$ cat config.mk
export PLATFORM = sky130hd
export DESIGN_NAME = cla
export DESIGN_NICKNAME = d
export VERILOG_FILES = /design/src/rtl/cla_pkg.sv /design/src/rtl/cla_group4.sv /design/src/rtl/cla.sv
export SDC_FILE = /design/constraint.sdc
export NUM_CORES = 1
export LEC_CHECK = 0
export CELL_PAD_IN_SITES_DETAIL_PLACEMENT = 0
export CELL_PAD_IN_SITES_GLOBAL_PLACEMENT = 2
export CORE_MARGIN = 5
export CORE_UTILIZATION = 17
export CTS_CLUSTER_DIAMETER = 150
export DETAILED_ROUTE_END_ITERATION = 6
export PLACE_DENSITY_LB_ADDON = 0.1
export SLEW_MARGIN = 10
export SYNTH_ARGS = -nofsm -noshare
export SYNTH_HDL_FRONTEND = slang
export SYNTH_SLANG_ARGS = --single-unit
export TNS_END_PERCENT = 20
$ cat constraint.sdc
create_clock -name clk -period 1.21 [get_ports clk]
set_clock_uncertainty 0.15 [all_clocks]
set_input_delay 0.242 -clock clk [delete_from_list [all_inputs] [get_ports clk]]
set_output_delay 0.242 -clock clk [all_outputs]
set_load 0.05 [all_outputs]
$ cat src/rtl/cla_pkg.sv
// -----------------------------------------------------------------------------
// cla_pkg -- shared constants and helpers for the carry-lookahead adder.
//   GROUP_WIDTH : bits handled by one first-level lookahead group (fixed at 4)
//   MIN_WIDTH / MAX_WIDTH : supported operand width range
//   num_groups(): number of 4-bit groups for a given operand width
// -----------------------------------------------------------------------------
package cla_pkg;

  localparam int GROUP_WIDTH = 4;
  localparam int MIN_WIDTH   = 4;
  localparam int MAX_WIDTH   = 64;

  // Operand widths are whole multiples of GROUP_WIDTH, so this divides exactly.
  function automatic int num_groups(input int width);
    return width / GROUP_WIDTH;
  endfunction

endpackage : cla_pkg

$ cat src/rtl/cla_group4.sv
// -----------------------------------------------------------------------------
// cla_group4 -- first-level 4-bit carry-lookahead block.
//   p[3:0], g[3:0] : bit propagate / generate of the four bits in this group
//   cin            : carry into bit 0 of the group
//   c[3:0]         : carry into each bit of the group (c[0] == cin)
//   group_p        : group propagate (all four bits propagate)
//   group_g        : group generate (group produces a carry on its own)
// All carries are flattened sum-of-products; nothing ripples bit to bit.
// -----------------------------------------------------------------------------
module cla_group4 (
  input  logic [3:0] p,
  input  logic [3:0] g,
  input  logic       cin,
  output logic [3:0] c,
  output logic       group_p,
  output logic       group_g
);

  // Separate continuous assigns keep group_p/group_g independent of cin, so
  // the second-level unit reading them does not form a false loop through cin.
  assign c[0] = cin;
  assign c[1] = g[0]
              | (p[0] & cin);
  assign c[2] = g[1]
              | (p[1] & g[0])
              | (p[1] & p[0] & cin);
  assign c[3] = g[2]
              | (p[2] & g[1])
              | (p[2] & p[1] & g[0])
              | (p[2] & p[1] & p[0] & cin);

  assign group_p = &p;
  assign group_g = g[3]
                 | (p[3] & g[2])
                 | (p[3] & p[2] & g[1])
                 | (p[3] & p[2] & p[1] & g[0]);

endmodule : cla_group4

$ cat src/rtl/cla.sv
// -----------------------------------------------------------------------------
// cla -- registered two-level carry-lookahead adder.
//   {carry_out, sum} = a + b + carry_in, one cycle after the operands are
//   sampled. Full throughput, no backpressure.
// Parameters:
//   WIDTH     : operand width, a multiple of 4 in 4..64
// Ports:
//   clk       : clock, all state on rising edge
//   rst_n     : synchronous active-low reset, clears all outputs
//   a, b      : unsigned operands
//   carry_in  : carry into bit 0
//   in_valid  : operands are valid this cycle
//   sum       : registered sum
//   carry_out : registered carry out of the MSB
//   out_valid : in_valid delayed by one cycle
// -----------------------------------------------------------------------------
module cla
  import cla_pkg::*;
#(
  parameter int WIDTH = 4
) (
  input  logic             clk,
  input  logic             rst_n,
  input  logic [WIDTH-1:0] a,
  input  logic [WIDTH-1:0] b,
  input  logic             carry_in,
  input  logic             in_valid,
  output logic [WIDTH-1:0] sum,
  output logic             carry_out,
  output logic             out_valid
);

  localparam int NG = num_groups(WIDTH);

  logic [WIDTH-1:0] bit_p;
  logic [WIDTH-1:0] bit_g;
  logic [WIDTH-1:0] bit_c;
  logic [NG-1:0]    grp_p;
  logic [NG-1:0]    grp_g;
  logic [NG:0]      grp_c;     // grp_c[k] = carry into group k, grp_c[NG] = MSB carry

  logic [WIDTH-1:0] sum_d,       sum_q;
  logic             carry_out_d, carry_out_q;
  logic             out_valid_d, out_valid_q;

  assign bit_p = a ^ b;
  assign bit_g = a & b;

  // First level: one lookahead block per 4-bit group.
  for (genvar gi = 0; gi < NG; gi++) begin : g_group
    cla_group4 u_group (
      .p       (bit_p[gi*GROUP_WIDTH +: GROUP_WIDTH]),
      .g       (bit_g[gi*GROUP_WIDTH +: GROUP_WIDTH]),
      .cin     (grp_c[gi]),
      .c       (bit_c[gi*GROUP_WIDTH +: GROUP_WIDTH]),
      .group_p (grp_p[gi]),
      .group_g (grp_g[gi])
    );
  end

  // Second level: each group carry is expanded into its full sum-of-products
  //   grp_c[k+1] = OR_j ( G_j & P_{j+1..k} )  |  ( P_{0..k} & carry_in )
  // The loops only unroll the expression; no term depends on another carry.
  always_comb begin
    logic carry;
    logic term;
    carry    = 1'b0;
    term     = 1'b0;
    grp_c    = '0;
    grp_c[0] = carry_in;
    for (int k = 0; k < NG; k++) begin
      carry = 1'b0;
      for (int j = 0; j <= k; j++) begin
        term = grp_g[j];
        for (int m = j + 1; m <= k; m++) begin
          term = term & grp_p[m];
        end
        carry = carry | term;
      end
      term = carry_in;
      for (int m = 0; m <= k; m++) begin
        term = term & grp_p[m];
      end
      grp_c[k+1] = carry | term;
    end
  end

  // Result is loaded every cycle; out_valid alone says whether it is meaningful.
  always_comb begin
    sum_d       = bit_p ^ bit_c;
    carry_out_d = grp_c[NG];
    out_valid_d = in_valid;
  end

  // NOTE: sequential state uses non-blocking assignments only, so every flop
  // samples the pre-edge value of its inputs regardless of statement order.
  // NOTE: reset is checked first inside the clocked block, so it overrides the
  // operands presented on the same edge and their result is dropped.
  always_ff @(posedge clk) begin
    if (!rst_n) begin
      sum_q       <= '0;
      carry_out_q <= 1'b0;
      out_valid_q <= 1'b0;
    end else begin
      sum_q       <= sum_d;
      carry_out_q <= carry_out_d;
      out_valid_q <= out_valid_d;
    end
  end

  assign sum       = sum_q;
  assign carry_out = carry_out_q;
  assign out_valid = out_valid_q;

endmodule : cla

==> impl_metrics.toml <==
[clock_tree]
cts_tree = "yes"
ctsHtreeMaxLevel = 1
postCtsSetupRepairBufs = 0
cts-root-buf = "clkbuf_4"
clock_path_buffers = 2
numCtsBuffers = 3
clk_pin_slew_worst_paths_ns = 0.05
ctsHoldBuffers = 0
clkSinkCount = 6

[synthesis]
yosysTopAreaCell = "dfxtp_1"
synth_area_leaders = "dfxtp_1, ha_1, fa_1"
syn_nets = 48
syn_inst = 31
syn-cell-area_um2 = 312
ys_seq_area_share_pct = 38.6
yosysTopAreaCellShare_pct = 38.6
ys_ff_latch = 6
ys_warn_count = 0
synth_cell_types = 18
avgSynthCellArea_um2 = 10.0

[worst_setup_path]
crit_buf_inv = 1
critical-path-top-delay-family = "buffers and inverters"
criticalPathCategory = "in -> reg"
required_ns = 1.23
end_kind = "flop"
critPathMaxFanout = 2
crit_slowest_cell = "clkdlybuf4s50_1"
critical_path.max_stage_delay_ns = 0.41
cp_cell_sequence = "clkdlybuf4s50_1 -> ha_1 -> nand2b_4 -> mux2i_1"
setup.worst_path.start_class = "input port"
critPathArrivalTime_ns = 1.22

[placement]
port_buffers = 17
place_area_um2 = 633
place_ws_ns = -0.586
place_hpwl_um = 618
gp_congestion = 0.624

[layout]
layout-drive-gt1-share_pct = 44.4
antenna_cells = 0
final_nets = 73
areaGrowthSynthToFinish_pct = 106
fin_area_um2 = 642

[grt]
grt_max_degree = 6
antenna_found_initial = 0
grtUsageTotal_pct = 6.51
grt_pass1_vias = 296
grt_pass1_wl_mm = 1.16
grt-ovfl-total = 0

[flow_run]
maxCapViolCount = 0

[detailed_routing]
ant_nets = 0
drtIter0Drc = 2
wire_per_inst_um = 9.49
drc = 0
vias = 304
first_pass_iters = 2
wirelength_um = 750
viasPerCell = 3.85

[timing]
worst_slew_pin_slew_ns = 0.240
fmax_mhz = 834
tns_ns = 0
hold_viol = 0
setup_violations = 0
setup_ws_ns = 0.0106
slew_headroom_pct = 84.0
whs_ns = 0.213
final.period_utilization_pct = 99.1
finalCriticalPeriod_ns = 1.20
timing.final.max_slew_violations = 0

[pwr]
fin_total_pwr_w = 0.000705
leakage_nw = 0.305
vdd_drop_max_uv = 603
powerDensity_nw_per_um2 = 1100

[floorplan]
start_util_pct = 18.0
io_pins = 18
core.rowCount = 15
die-area_um2 = 2790
die_h_um = 52.8
core_area_um2 = 1730
die_w_um = 52.8

[outcome]
status = "finished clean"

[hold_path]
hold_path.class = "in -> reg"
state kept, by name, summed over array words and instances (netlist names):
signal     cells
out_valid      1
sum            4
carry_out      1
cells in the mapped netlist:
cell type	instances
nand2_1	2
mux2i_1	1
and2_1	1
nand2b_1	1
ha_1	4
o21ai_1	1
dfxtp_1	6
a21o_1	1
a21oi_2	1
xor2_1	1
a41o_1	1
inv_1	4
nor3b_2	1
nor2_1	2
nor3_1	1
o21ai_0	1
fa_1	1
and3_1	1
repair_timing:
| action | CTS | global route |
|---|---|---|
| pin swaps | 5 | 2 |
| resized for setup | 24 | 3 |
| setup endpoints to repair | 5 | 1 |
final cells by class:
| class | instances | area (um^2) |
|---|---|---|
| Tap cell | 25 | 31.3 |
| Fill cell | 189 | 1080 |
| Timing Repair Buffer | 20 | 231 |
| Inverter | 4 | 15.0 |
| Multi-Input combinational cell | 21 | 221 |
| Sequential cell | 6 | 120 |
| Clock buffer | 3 | 22.5 |
cell usage in the layout (no fill, tap or decap), drive strengths merged:
cell type      Yosys  layout
nand2              2       2
ha                 4       4
buf                0      14
dlymetal6s2s       0       1
inv                4       4
xor2               1       1
mux2i              1       1
and2               1       1
nand2b             1       1
clkdlybuf4s15      0       2
dfxtp              6       6
o21ai              2       2
clkbuf             0       3
a21o               1       1
a41o               1       1
nor2               2       2
a21oi              1       1
nor3b              1       1
and3               1       1
fa                 1       1
clkdlybuf4s50      0       3
nor3               1       1
per-layer routing:
metal  global-route usage (%)  vias to the layer above  share of wire, %
li1                         -                      152                 -
met4                     5.11                        0               3.5
met5                        0                        -                 0
met3                     5.41                        4               7.5
met2                     9.30                       10                52
met1                     5.90                      138                37
final timing paths:
kind,startpoint,endpoint,slack [ns],cells after the start
worst max-delay path,a[3],sum[3],0.01,4
worst min-delay path,b[3],carry_out,0.21,4
cells by family after synthesis:
logic type / after synthesis / synth area share [%]
multiplexers: 1 / 3.21
buffers and inverters: 4 / 4.82
flip-flops: 6 / 38.6
AO/OA/AOI/OAI: 5 / 11.6
AND/OR/NAND/NOR: 9 / 16.5
XOR/XNOR: 1 / 2.81
adder cells (fa/ha/maj): 5 / 22.5
report_power, final:
part           switching (W)  leakage (nW)  internal [W]
Clock              0.0000710        0.0138      0.000112
Combinational       0.000134         0.242      0.000152
Sequential         0.0000160        0.0500      0.000219
per-stage QoR:
step                utilization (%)  cells
floorplan                         -     31
global placement               36.7     76
detailed placement             36.7     76
CTS                            36.5     79
global route                   37.2     79
finish                         37.2     79
Power figures use the tool's default switching activity.
